===== src/rtl/pipeline_ctrl_pkg.sv =====
// pipeline_ctrl shared types.
// FSM states and scoreboard entry layout.
package pipeline_ctrl_pkg;

   localparam int RD_W  = 5;
   localparam int CNT_W = 2;

   typedef enum logic [1:0] {
      ST_RUN   = 2'd0,
      ST_STALL = 2'd1,
      ST_FLUSH = 2'd2
   } state_t;

   typedef struct packed {
      logic            valid;
      logic [RD_W-1:0] rd;
      logic            reg_write;
   } sb_entry_t;

   // Source reads a live, non-x0 destination of this entry.
   function automatic logic src_hit(
      input sb_entry_t       e,
      input logic            use_rs,
      input logic [RD_W-1:0] rs
   );
      return e.valid && e.reg_write && (e.rd != '0) && use_rs && (rs == e.rd);
   endfunction

endpackage


===== src/rtl/pipeline_ctrl_scoreboard.sv =====
// hazard_scoreboard: in-flight destination shift register.
// Flags RAW hazards against every slot except WB.
module hazard_scoreboard
   import pipeline_ctrl_pkg::*;
#(
   parameter int DEPTH = 3
) (
   input  logic            clk,
   input  logic            rst,
   input  logic            advance,
   input  logic            load,
   input  logic [RD_W-1:0] rd,
   input  logic            reg_write,
   input  logic            dec_valid,
   input  logic            use_rs1,
   input  logic [RD_W-1:0] rs1,
   input  logic            use_rs2,
   input  logic [RD_W-1:0] rs2,
   output logic            hazard,
   output logic            slot0_valid
);

   sb_entry_t slots [DEPTH];

   // Shift toward WB; slot 0 takes the issued instruction or a bubble.
   always_ff @(posedge clk or posedge rst) begin
      if (rst) begin
         for (int i = 0; i < DEPTH; i++) slots[i] <= '0;
      end else if (advance) begin
         slots[0] <= load ? '{valid: 1'b1, rd: rd, reg_write: reg_write} : '0;
         for (int i = 1; i < DEPTH; i++) slots[i] <= slots[i-1];
      end
   end

   // WB slot is excluded: the register file writes before it reads.
   always_comb begin
      hazard = 1'b0;
      for (int i = 0; i < DEPTH - 1; i++) begin
         if (src_hit(slots[i], use_rs1, rs1) || src_hit(slots[i], use_rs2, rs2))
            hazard = 1'b1;
      end
      hazard = hazard && dec_valid;
   end

   assign slot0_valid = slots[0].valid;

endmodule


===== src/rtl/pipeline_ctrl.sv =====
// pipeline_ctrl: stall/flush/freeze sequencing around decode.
// Drives PC, IF/ID and ID/EX enables; counts stalled cycles.
module pipeline_ctrl
   import pipeline_ctrl_pkg::*;
#(
   parameter int DEPTH        = 3,
   parameter int FLUSH_CYCLES = 2
) (
   input  logic        clk,
   input  logic        rst,
   input  logic        dec_valid,
   input  logic [4:0]  dec_rs1,
   input  logic [4:0]  dec_rs2,
   input  logic        dec_use_rs1,
   input  logic        dec_use_rs2,
   input  logic [4:0]  dec_rd,
   input  logic        dec_reg_write,
   input  logic        ex_branch_taken,
   input  logic        mem_busy,
   output logic        pc_write,
   output logic        ifid_write,
   output logic        ifid_flush,
   output logic        idex_bubble,
   output logic [1:0]  state,
   output logic [31:0] stall_cycles
);

   state_t           state_q, state_d;
   logic [CNT_W-1:0] cnt_q, cnt_d;
   logic [31:0]      stall_q;
   logic             hazard, slot0_valid;
   logic             issue, stall_inc;

   hazard_scoreboard #(.DEPTH(DEPTH)) u_sb (
      .clk         (clk),
      .rst         (rst),
      .advance     (!mem_busy),
      .load        (issue),
      .rd          (dec_rd),
      .reg_write   (dec_reg_write),
      .dec_valid   (dec_valid),
      .use_rs1     (dec_use_rs1),
      .rs1         (dec_rs1),
      .use_rs2     (dec_use_rs2),
      .rs2         (dec_rs2),
      .hazard      (hazard),
      .slot0_valid (slot0_valid)
   );

   // Priority: reset > freeze > flush/branch > hazard > issue.
   always_comb begin
      pc_write    = 1'b0;
      ifid_write  = 1'b0;
      ifid_flush  = 1'b0;
      idex_bubble = 1'b0;
      state_d     = state_q;
      cnt_d       = cnt_q;
      issue       = 1'b0;
      stall_inc   = 1'b0;
      if (rst) begin
         ifid_flush  = 1'b1;
         idex_bubble = 1'b1;
      end else if (mem_busy) begin
         stall_inc = 1'b1;
      end else if (state_q == ST_FLUSH) begin
         pc_write    = 1'b1;
         ifid_write  = 1'b1;
         ifid_flush  = 1'b1;
         idex_bubble = 1'b1;
         if (cnt_q <= 1) begin
            cnt_d   = '0;
            state_d = ST_RUN;
         end else begin
            cnt_d = cnt_q - 1'b1;
         end
      end else if (ex_branch_taken && slot0_valid) begin
         pc_write    = 1'b1;
         ifid_write  = 1'b1;
         ifid_flush  = 1'b1;
         idex_bubble = 1'b1;
         if (FLUSH_CYCLES == 1) begin
            state_d = ST_RUN;
            cnt_d   = '0;
         end else begin
            state_d = ST_FLUSH;
            cnt_d   = CNT_W'(FLUSH_CYCLES - 1);
         end
      end else if (hazard) begin
         idex_bubble = 1'b1;
         state_d     = ST_STALL;
         stall_inc   = 1'b1;
      end else begin
         pc_write   = 1'b1;
         ifid_write = 1'b1;
         state_d    = ST_RUN;
         issue      = dec_valid;
      end
   end

   // FSM state, flush counter and saturating stall counter.
   always_ff @(posedge clk or posedge rst) begin
      if (rst) begin
         state_q <= ST_RUN;
         cnt_q   <= '0;
         stall_q <= '0;
      end else begin
         state_q <= state_d;
         cnt_q   <= cnt_d;
         if (stall_inc && (stall_q != 32'hFFFF_FFFF))
            stall_q <= stall_q + 32'd1;
      end
   end

   assign state        = state_q;
   assign stall_cycles = stall_q;

endmodule


===== config.mk =====
export PLATFORM = sky130hd
export DESIGN_NAME = pipeline_ctrl
export DESIGN_NICKNAME = d
export VERILOG_FILES = /design/src/rtl/pipeline_ctrl_pkg.sv /design/src/rtl/pipeline_ctrl_scoreboard.sv /design/src/rtl/pipeline_ctrl.sv
export SDC_FILE = /design/constraint.sdc
export NUM_CORES = 1
export LEC_CHECK = 0
export BUFFER_PORTS_ARGS = -buffer_cell sky130_fd_sc_hd__buf_2
export CAP_MARGIN = 10
export CORE_MARGIN = 3
export CORE_UTILIZATION = 49
export CTS_CLUSTER_SIZE = 28
export DETAILED_ROUTE_END_ITERATION = 10
export MAX_ROUTING_LAYER = met4
export PLACE_DENSITY = 0.81
export SLEW_MARGIN = 30
export SYNTH_ARGS = -nofsm -noshare
export SYNTH_HDL_FRONTEND = slang
export SYNTH_SLANG_ARGS = --single-unit

===== constraint.sdc =====
create_clock -name clk -period 2.8 [get_ports clk]
set_input_delay 0.56 -clock clk [delete_from_list [all_inputs] [get_ports clk]]
set_output_delay 0.56 -clock clk [all_outputs]
set_load 0.01 [all_outputs]

# Yosys cells after proc, flatten, opt, wreduce, memory -nomap -nowiden
# Cells that the tools add are included.
# W data, S select, Z words.
dict set report totals {
  input_bits 23
  regBits 50
  elab_cells 76
}
dict set report classes {
  n_reduce_logical 22
  n_mux 33
  n_eq_ne 7
  n_lt_le_gt_ge 1
  n_bitwise 2
  add_sub_neg 2
}
# cell n
set op_table {}
lappend op_table {{$add A32 B1 Y32 const B} 1}
lappend op_table {{$ne A32 B32 Y1 const B} 1}
lappend op_table {{$mux W1} 26}
lappend op_table {{$eq A5 B5 Y1} 4}
lappend op_table {{$logic_and A1 B1 Y1} 15}
lappend op_table {{$mux W2} 6}
lappend op_table {{$reduce_bool A5 Y1} 2}
lappend op_table {{$mux W7} 1}
lappend op_table {{$reduce_and A3 Y1} 2}
lappend op_table {{$eq A2 B2 Y1 const B} 1}
lappend op_table {{$le A2 B1 Y1 const B} 1}
lappend op_table {{$logic_or A1 B1 Y1} 2}
lappend op_table {{$ne A2 B1 Y1 const B} 1}
lappend op_table {{$not A1 Y1} 2}
lappend op_table {{$reduce_bool A2 Y1} 1}
lappend op_table {{$sub A2 B1 Y2 const B} 1}

# Logic depth before layout (Yosys ltp)
# Gate-level depths: netlist of run 1.
dict set report logic_depth {
  depth_word 14
  depth_mapped 10
}

# Hierarchy
# A second synthesis of run 1 with hierarchy kept.
dict set report hier_totals {
  hier_cells 259
  hier_area_um2 2647.5
}
# module area_per_inst_um2 cells_per_inst n_inst
set by_module_without_submodules {}
lappend by_module_without_submodules {pipeline_ctrl 1840.5 181 1}
lappend by_module_without_submodules {hazard_scoreboard 807.0 78 1}

# Least setup slack after synthesis of run 1
# OpenSTA, ideal clock, no wires.
dict set report synth_timing {
  path_kind {in2out}
  startpoint {input port rst}
  endpoint {output port idex_bubble}
  path_stages 3
  slack_ps -328
  t_arrival_ps 2568
  path_buffers 0
  t_required_ps 2240
  cell_sequence {clkinv_1 o21ai_0 o21bai_1}
}
dict set report synth_via {
  elab_chain_cells 1
}
# element line
set synth_lines {}
lappend synth_lines {{from (decl)} pipeline_ctrl.sv:10} ;# input logic rst,
lappend synth_lines {{$mux W1} pipeline_ctrl.sv:60} ;# if (rst) begin
lappend synth_lines {{to (decl)} pipeline_ctrl.sv:23} ;# output logic idex_bubble,
# Every way passes these cells.

# Final worst setup path of run 1
dict set report layout_timing {
  startpoint {register u_sb.slots[15] in the netlist's numbering}
  endpoint {output port ifid_write}
}
dict set report layout_via {
  elab_chain_cells 13
}
# element line
set layout_lines {}
lappend layout_lines {{from (decl)} pipeline_ctrl_scoreboard.sv:23} ;# sb_entry_t slots [DEPTH];
lappend layout_lines {{$reduce_bool A5 Y1} pipeline_ctrl_pkg.sv:26} ;# return e.valid && e.reg_write && (e.rd != '0) && use_rs && (rs == e.rd);
lappend layout_lines {{$logic_and A1 B1 Y1 (3 in series)} pipeline_ctrl_pkg.sv:26}
lappend layout_lines {{$logic_or A1 B1 Y1 (*)} pipeline_ctrl_scoreboard.sv:39} ;# if (src_hit(slots[i], use_rs1, rs1) || src_hit(slots[i], use_rs2, rs2))
lappend layout_lines {{$mux W1 (*) (2 in series)} pipeline_ctrl_scoreboard.sv:39}
lappend layout_lines {{$logic_and A1 B1 Y1 (*)} pipeline_ctrl_scoreboard.sv:42} ;# hazard = hazard && dec_valid;
lappend layout_lines {{$mux W1 (*)} pipeline_ctrl.sv:88} ;# end else if (hazard) begin
lappend layout_lines {{$mux W1 (*)} pipeline_ctrl.sv:76} ;# end else if (ex_branch_taken && slot0_valid) begin
lappend layout_lines {{$mux W1 (*)} pipeline_ctrl.sv:65} ;# end else if (state_q == ST_FLUSH) begin
lappend layout_lines {{$mux W1 (*)} pipeline_ctrl.sv:63} ;# end else if (mem_busy) begin
lappend layout_lines {{$mux W1 (*)} pipeline_ctrl.sv:60}
lappend layout_lines {{to (decl)} pipeline_ctrl.sv:21} ;# output logic ifid_write,
# Mark *: on every way between the ends. The rest lies on a longest branch, timed or not.

==> Implementation_results.wiki, run 1 <==
{| class="wikitable"
! Metric !! Value
|-
| Primary flip-flop cell chosen by synthesis mapping || sky130_fd_sc_hd__dfrtp_1
|-
| Achievable Freq || 380 MHz
|-
| Share of Yosys cell area claimed by the top area cell type || 46.7%
|-
| Routability Congestion || 0.840
|-
| Width of the die || 79.9 microns
|-
| Summed negative setup slack over all endpoints || 0 ps
|-
| Worst supply voltage drop on vdd || 0.253 mV
|-
| Final-report setup violation count || 0
|-
| Number of H-tree levels || 2
|-
| Number of antenna violations at the first check in global routing || 0
|-
| Layout Cells excl Fill || 379
|-
| Clock network latency to the later pin of the worst-skew pair || 300 ps
|-
| Clock sink count || 50
|-
| Max-cap violation count || 0
|-
| Sum of overflow across all layers after global routing || 0
|-
| Count of state elements after synthesis || 50
|-
| Number of hold-slack violations in the final timing report || 0
|-
| Setup repair after global routing missed its margin || false
|-
| Number of I/O pins || 61
|-
| Remaining routing DRC violations || 0
|-
| Net count after synthesis || 275
|-
| Async S/R FF share, synth || 100%
|-
| Outcome || completed
|-
| Pwr dens || 507 nW/um^2
|-
| Initial core utilization || 51.4%
|-
| Number of max-slew violations in the final report || 0
|-
| Min Clock Period, post-route || 2630 ps
|-
| Synthesized area per cell || 10.7 sq um
|-
| CP required || 2240 ps
|-
| Number of distinct library cells after synthesis || 49
|-
| Post-route antenna net violation count || 0
|-
| Area added between synthesis and finish || 15.5%
|-
| Fraction of the cycle the final worst path needs || 94.0%
|-
| Avg Vias per Cell || 5.50
|-
| Height of the die || 79.9 microns
|-
| Count of fill cells added during filler insertion || 471
|-
| Top post-synthesis cells by count || sky130_fd_sc_hd__dfrtp_1, sky130_fd_sc_hd__xnor2_1, sky130_fd_sc_hd__nand3_1
|-
| Via count of the first global-routing pass || 2,028
|-
| Library cell with the highest instance count after synthesis || sky130_fd_sc_hd__dfrtp_1
|-
| Total clock buffers created by CTS || 5
|-
| # placed instances || 372
|-
| Global-route wire length before repair || 9.58 mm
|-
| Storage element area || 1250 sq um
|-
| Synth area leader || sky130_fd_sc_hd__dfrtp_1
|-
| Main area contributors after synthesis || sky130_fd_sc_hd__dfrtp_1, sky130_fd_sc_hd__xnor2_1, sky130_fd_sc_hd__nand3_1
|-
| Post-Route WL || 5.51 mm
|-
| Core Footprint || 5200 sq um
|-
| Startpoint class of the critical path || register
|-
| Share of cells above drive strength 1 || 30.7%
|-
| Clock tree root driver cell || sky130_fd_sc_hd__clkbuf_8
|-
| Slew of the pin with the lowest slew margin || 443 ps
|-
| Highest fanout seen on the critical path || 5
|-
| Type of the tightest min-delay check || primary input to async pin
|-
| Kind of capture point of the worst setup path || output port
|-
| FF-to-FF setup slack || 580 ps
|-
| Number of cells produced by synthesis || 251
|-
| Number of I/O port buffers || 60
|-
| Area of combinational cells with multiple inputs || 1340 sq um
|-
| Largest net degree at the start of global routing || 31
|-
| GR Util All Layers || 19.5%
|-
| Post-CTS sizing || 0
|-
| Synthesized area || 2680 sq um
|-
| Diode insertion count for antenna repair || 0
|-
| Detailed-route via count || 2,085
|-
| DR iter-0 viols || 133
|-
| Die area || 6390 sq um
|-
| Buffers from clock root to sink, at most || 2
|-
| EDFF count, synth || 0
|-
| Endpoint arrival time on the critical path || 2070 ps
|-
| Final #Nets || 333
|-
| Cts-stage hold buffer count || 0
|-
| Share of synthesized area occupied by flip-flops and latches || 46.7%
|-
| Average wire length per cell after detail routing || 14.5 microns
|-
| Worst clock skew || 11.6 ps
|-
| First-pass iteration count of the detailed router || 4
|-
| Total number of yosys warnings || 0
|-
| Total leakage power || 0.00141 uW
|-
| HPWL reported at the end of detailed placement || 4.12 mm
|-
| Worst max-slew margin expressed relative to the limit || 70.3%
|-
| Clock input transition at the sequential cells of the worst setup and hold paths || 90 ps
|-
| Row cnt || 26
|-
| CTS tree || yes
|-
| CP Class || register to output port
|}
==> metrics by stage <==
step	total power, uW	instance area, sq um	utilization [%]	hold slack [ps]	setup WS, ps
floorplan	1070	2680	-	480	473
global placement	1180	3010	57.9	474	479
detailed placement	1190	3010	57.9	486	467
CTS	1590	3090	59.4	245	120
global route	1670	3090	59.4	249	14.1
finish	1570	3090	59.4	256	168
==> flip-flops by register name (all words and copies together) (netlist names) <==
signal / flops
u_sb.slot0_valid: 1
cnt_q: 2
u_sb.slots: 13
state: 2
stall_cycles: 32
==> timing repair <==
item	4_1_cts	5_1_grt
hold endpoints to repair	0	0
setup buffers	0	0
setup endpoints to repair	0	2
==> power by group <==
group,internal (uW),switching (uW)
registers,787,75.7
clock network,172,219
logic,153,160
==> critical path, stage by stage (launching register included) <==
cell                      delay [ps]
sky130_fd_sc_hd__dfrtp_1         450
sky130_fd_sc_hd__or3_1           400
sky130_fd_sc_hd__o311a_1         320
sky130_fd_sc_hd__a22oi_2         270
sky130_fd_sc_hd__o21a_1          200
sky130_fd_sc_hd__buf_2           140
==> area by class of cell <==
type | instances | share of cell area (%)
clock buffers | 6 | 2.35
flip-flops and latches | 50 | 40.5
clock inverters | 1 | 0.243
multi-input cells | 186 | 43.3
inverters | 3 | 0.405
well taps | 70 | 2.83
repair buffers | 63 | 10.4
==> kinds of logic after synthesis <==
group	after synthesis	share of synthesized area, %
adder cells (fa/ha/maj)	1	0.467
buffers and inverters	15	3.27
XOR/XNOR	51	16.7
AND/OR/NAND/NOR	104	22.9
multiplexers	8	3.50
flip-flops	50	46.7
AO/OA/AOI/OAI	22	6.45
==> layout by cell type (no fill, tap or decap), types with 2 or more instances in the layout <==
cell type	netlist	routed
sky130_fd_sc_hd__buf_2	1	60
sky130_fd_sc_hd__dfrtp_1	50	50
sky130_fd_sc_hd__xnor2_1	49	49
sky130_fd_sc_hd__nand3_1	24	24
sky130_fd_sc_hd__nand2_1	19	19
sky130_fd_sc_hd__nand4_1	11	11
sky130_fd_sc_hd__nor3_1	7	7
sky130_fd_sc_hd__nor2_1	7	7
sky130_fd_sc_hd__mux2_2	7	7
sky130_fd_sc_hd__a22o_1	6	6
sky130_fd_sc_hd__and4_2	5	5
sky130_fd_sc_hd__clkbuf_8	0	5
sky130_fd_sc_hd__and3_2	4	4
sky130_fd_sc_hd__nand3b_1	3	3
sky130_fd_sc_hd__nor4b_1	3	3
sky130_fd_sc_hd__buf_4	2	3
sky130_fd_sc_hd__a21oi_1	2	2
sky130_fd_sc_hd__o22ai_1	2	2
sky130_fd_sc_hd__or3_1	2	2
sky130_fd_sc_hd__o311a_1	2	2
sky130_fd_sc_hd__and2_2	2	2
sky130_fd_sc_hd__inv_1	2	2
sky130_fd_sc_hd__and3_1	2	2
sky130_fd_sc_hd__nor3b_1	2	2
sky130_fd_sc_hd__xor2_1	2	2
sky130_fd_sc_hd__nand2b_1	2	2
sky130_fd_sc_hd__and3_4	2	2
sky130_fd_sc_hd__o21ai_0	2	2
==> routing by layer <==
metal	share of wire [%]	routed length, microns	GRT usage (%)	up-vias
li1	-	-	-	1003
met1	47	2580	27.1	1017
met2	46	2550	29.8	59
met3	5.7	316	3.61	6
met4	1.1	59	4.56	0
met5	0	0	-	-
==> path summary, 6_finish.rpt <==
path	from	cells after the start	end
max	u_sb.slots[15]$_DFFE_PP0N_	5	ifid_write
min	rst	2	state[1]$_DFFE_PP0P_
max reg2reg	u_sb.slots[15]$_DFFE_PP0N_	7	stall_cycles[30]$_DFFE_PP0P_
min reg2reg	stall_cycles[23]$_DFFE_PP0P_	1	stall_cycles[23]$_DFFE_PP0P_
max in group asynchronous	rst	3	stall_cycles[0]$_DFFE_PP0P_
min in group clk	dec_rd[4]	2	u_sb.slots[19]$_DFFE_PP0N_
Note: power is estimated with default switching activity, not from simulation.
==> inputs of run 2 (changes only) <==
--- a/config.mk
+++ b/config.mk
@@ -5,12 +5,14 @@
 export SDC_FILE = /design/constraint.sdc
 export NUM_CORES = 1
 export LEC_CHECK = 0
+export ABC_AREA = 1
 export BUFFER_PORTS_ARGS = -buffer_cell sky130_fd_sc_hd__buf_2
 export CAP_MARGIN = 10
 export CORE_MARGIN = 3
-export CORE_UTILIZATION = 49
+export CORE_UTILIZATION = 50
 export CTS_CLUSTER_SIZE = 28
 export DETAILED_ROUTE_END_ITERATION = 10
+export GPL_ROUTABILITY_DRIVEN = 0
 export MAX_ROUTING_LAYER = met4
 export PLACE_DENSITY = 0.81
 export SLEW_MARGIN = 30
==> Implementation_results.wiki, run 2 <==
{| class="wikitable"
! Metric !! Value
|-
| Main area contributors after synthesis || sky130_fd_sc_hd__dfrtp_1, sky130_fd_sc_hd__nand2_1, sky130_fd_sc_hd__nand4_1
|-
| Number of distinct library cells after synthesis || 31 (-37%)
|-
| Endpoint arrival time on the critical path || 1900 ps (-170 ps)
|-
| Number of antenna violations at the first check in global routing || 0 (unchanged)
|-
| Number of hold-slack violations in the final timing report || 0 (unchanged)
|-
| Diode insertion count for antenna repair || 0 (unchanged)
|-
| Critical Path Source || u_sb.slots[10]$_DFFE_PP0N_
|-
| Clock sink count || 50 (unchanged)
|-
| Count of fill cells added during filler insertion || 601 (+28%)
|-
| Cts-stage hold buffer count || 0 (unchanged)
|-
| Global-route wire length before repair || 14.5 mm (+52%)
|-
| Worst supply voltage drop on vdd || 0.233 mV (-8.0%)
|-
| Via count of the first global-routing pass || 3,177 (+57%)
|-
| Achievable Freq || 406 MHz (+7.0%)
|-
| Fraction of the cycle the final worst path needs || 87.9% (-6.1 points)
|-
| Primary flip-flop cell chosen by synthesis mapping || sky130_fd_sc_hd__dfrtp_1
|-
| Row cnt || 29 (+12%)
|-
| Count of state elements after synthesis || 50 (unchanged)
|-
| Core Footprint || 6420 sq um (+23%)
|-
| Worst clock skew || 11.3 ps (-0.248 ps)
|-
| Sum of overflow across all layers after global routing || 0 (unchanged)
|-
| Max-cap violation count || 0 (unchanged)
|-
| Buffers from clock root to sink, at most || 2 (unchanged)
|-
| Final #Nets || 572 (+72%)
|-
| Number of max-slew violations in the final report || 0 (unchanged)
|-
| Net count after synthesis || 514 (+87%)
|-
| Total number of yosys warnings || 0 (unchanged)
|-
| Kind of capture point of the worst setup path || output port
|-
| CP Class || register to output port
|-
| Largest net degree at the start of global routing || 50 (+61%)
|-
| Synthesized area per cell || 6.81 sq um (-36%)
|-
| Pwr dens || 435 nW/um^2 (-14%)
|-
| Average wire length per cell after detail routing || 13.5 microns (-6.8%)
|-
| CTS tree || yes
|-
| Setup repair after global routing missed its margin || false
|-
| Total clock buffers created by CTS || 5 (unchanged)
|-
| CP required || 2240 ps (about the same)
|-
| Height of the die || 87.7 microns (+9.7%)
|-
| Post-Route WL || 8.48 mm (+54%)
|-
| Top post-synthesis cells by count || sky130_fd_sc_hd__nand2_1, sky130_fd_sc_hd__nor2_1, sky130_fd_sc_hd__dfrtp_1
|-
| Clock input transition at the sequential cells of the worst setup and hold paths || 100 ps (about the same)
|-
| GR Util All Layers || 24.3% (+4.8 points)
|-
| Remaining routing DRC violations || 0 (unchanged)
|-
| Clock tree root driver cell || sky130_fd_sc_hd__clkbuf_8
|-
| Share of Yosys cell area claimed by the top area cell type || 37.5% (-9.2 points)
|-
| Number of I/O pins || 61 (unchanged)
|-
| List of cells traversed by the critical path || inv_2, nand2_1, nand2_1, nor2_1, nand3_1, nand2_1, nand2_1, nand2_2, nand2_2, nand2_4, nor2_1, buf_2
|-
| Setup Slack @ Placement || 475 ps (+7.66 ps)
|-
| Area of combinational cells with multiple inputs || 1800 sq um (+35%)
|-
| Avg Vias per Cell || 5.32 (-3.3%)
|-
| Startpoint of the lowest-slack register-to-register path || u_sb.slots[10]$_DFFE_PP0N_
|-
| HPWL reported at the end of detailed placement || 6.48 mm (+57%)
|-
| First-pass iteration count of the detailed router || 5 (+1)
|-
| Total leakage power || 0.00202 uW (+43%)
|-
| Worst max-slew margin expressed relative to the limit || 62.4% (-7.9 points)
|-
| EDFF count, synth || 0 (unchanged)
|-
| Async S/R FF share, synth || 100% (unchanged)
|-
| Outcome || completed
|-
| Commonest non-fill, non-tap cells in the layout || sky130_fd_sc_hd__nand2_1, sky130_fd_sc_hd__buf_2, sky130_fd_sc_hd__nor2_1, sky130_fd_sc_hd__dfrtp_1, sky130_fd_sc_hd__nand4_1
|-
| Number of buffers inserted by post-CTS setup repair || 0 (unchanged)
|-
| Area added between synthesis and finish || 13.6%
|-
| Most prevalent standard cell on the critical path || sky130_fd_sc_hd__nand2_1
|-
| Summed negative setup slack over all endpoints || 0 ps (unchanged)
|-
| Initial core utilization || 52.0% (+0.52 points)
|-
| Highest fanout seen on the critical path || 19 (+14)
|-
| Width of the die || 87.7 microns (+9.7%)
|-
| Min Clock Period, post-route || 2460 ps (-171 ps)
|-
| Synthesized area || 3340 sq um (+25%)
|-
| Number of flip-flops under the largest register name || 32 (unchanged)
|-
| Final-report setup violation count || 0 (unchanged)
|-
| Final worst slack || 339 ps (+171 ps)
|-
| Share of synthesized area occupied by flip-flops and latches || 37.5% (-9.2 points)
|-
| Max stage delay cell, worst path || sky130_fd_sc_hd__dfrtp_1
|-
| Detailed-route via count || 3,331 (+60%)
|-
| Most common library cell in the layout ignoring fill and taps || sky130_fd_sc_hd__nand2_1
|-
| Number of H-tree levels || 2 (unchanged)
|-
| Clock network latency to the later pin of the worst-skew pair || 310 ps (about the same)
|-
| Startpoint class of the critical path || register
|-
| Type of the tightest min-delay check || primary input to async pin
|-
| DR iter-0 viols || 193 (+45%)
|-
| Maximum cell stage delay along the critical path || 450 ps (about the same)
|-
| Synth area leader || sky130_fd_sc_hd__dfrtp_1
|-
| Number of I/O port buffers || 60 (unchanged)
|-
| Post-CTS sizing || 0 (unchanged)
|-
| Share of cells above drive strength 1 || 17.9% (-13 points)
|-
| Library cell with the highest instance count after synthesis || sky130_fd_sc_hd__nand2_1
|-
| Reg2Reg Capture Point || stall_cycles[9]$_DFFE_PP0P_
|-
| Number of cells produced by synthesis || 490 (+95%)
|-
| Worst-case reg-to-reg path depth || 13 (+6)
|-
| Post-route antenna net violation count || 0 (unchanged)
|-
| Slew of the pin with the lowest slew margin || 564 ps (+122 ps)
|-
| Die area || 7690 sq um (+20%)
|-
| FF-to-FF setup slack || 790 ps (+210 ps)
|-
| Storage element area || 1250 sq um (unchanged)
|}
## run 2: cell count changes after synthesis, moves of 15 or more
cell                      previous run  this run
sky130_fd_sc_hd__nand4_1            11        38
sky130_fd_sc_hd__nor2_1              7        58
sky130_fd_sc_hd__inv_1               2        37
sky130_fd_sc_hd__nand2_1            19       191
sky130_fd_sc_hd__nand3_1            24         9
sky130_fd_sc_hd__xnor2_1            49        11
sky130_fd_sc_hd__xor2_1              2        17
## run 2: critical path: cells and delay by family, from the launching register on
family | cells | cell delay [ps]
buffers and inverters | 2 | 200
and+or+nand+nor | 10 | 920
DFF | 1 | 450
## run 2: metal layers
metal / global-route usage, % / wire length, microns / vias up
li1: - / - / 1679
met1: 29.8 / 3750 / 1528
met2: 41.6 / 4210 / 110
met3: 3.48 / 400 / 14
met4: 6.69 / 115 / 0
met5: - / 0 / -
## run 2: through the flow
step / cell area (sq um) / utilization, % / hold WS [ps] / std cells / power, uW
3_5_place_dp: 3680 / 57.3 / 489 / 618 / 1150
6_report: 3790 / 59.0 / 406 / 626 / 1650
5_1_grt: 3790 / 59.0 / 441 / 626 / 1740
4_1_cts: 3790 / 59.0 / 408 / 626 / 1660
3_3_place_gp: 3680 / 57.3 / 473 / 618 / 1130
2_1_floorplan: 3340 / - / 454 / 490 / 1040
## run 2: cells by family after synthesis
| logic type | synth area share [%] |
|---|---|
| and+or+nand+nor | 42.3 |
| buffers and inverters | 8.51 |
| DFF | 37.5 |
| xor gates and xnor gates | 7.35 |
| AOI/OAI and AO/OA | 3.94 |
| adders and majority gates | 0.375 |
## run 2: area by class of cell
type | count | area share (%)
Clock inverter | 2 | 0.990
Sequential cell | 50 | 33.0
Timing Repair Buffer | 66 | 9.11
Clock buffer | 6 | 1.91
Inverter | 50 | 4.95
Tap cell | 77 | 2.54
Multi-Input combinational cell | 375 | 47.5
## run 2: power by group
| group | internal, uW | leakage (uW) | switching, uW |
|---|---|---|---|
| clock | 267 | 0.0000514 | 249 |
| sequential | 771 | 0.000684 | 59.1 |
| combinational | 106 | 0.00128 | 196 |
| total | 1140 | 0.00202 | 505 |
## run 2: worst max path at each step
stage,depth (start not counted),endpoint
after floorplan,13,pc_write
after global placement,13,ifid_write
after detailed placement,13,ifid_write
after CTS,12,ifid_write
after global routing,10,pc_write
final,12,ifid_write
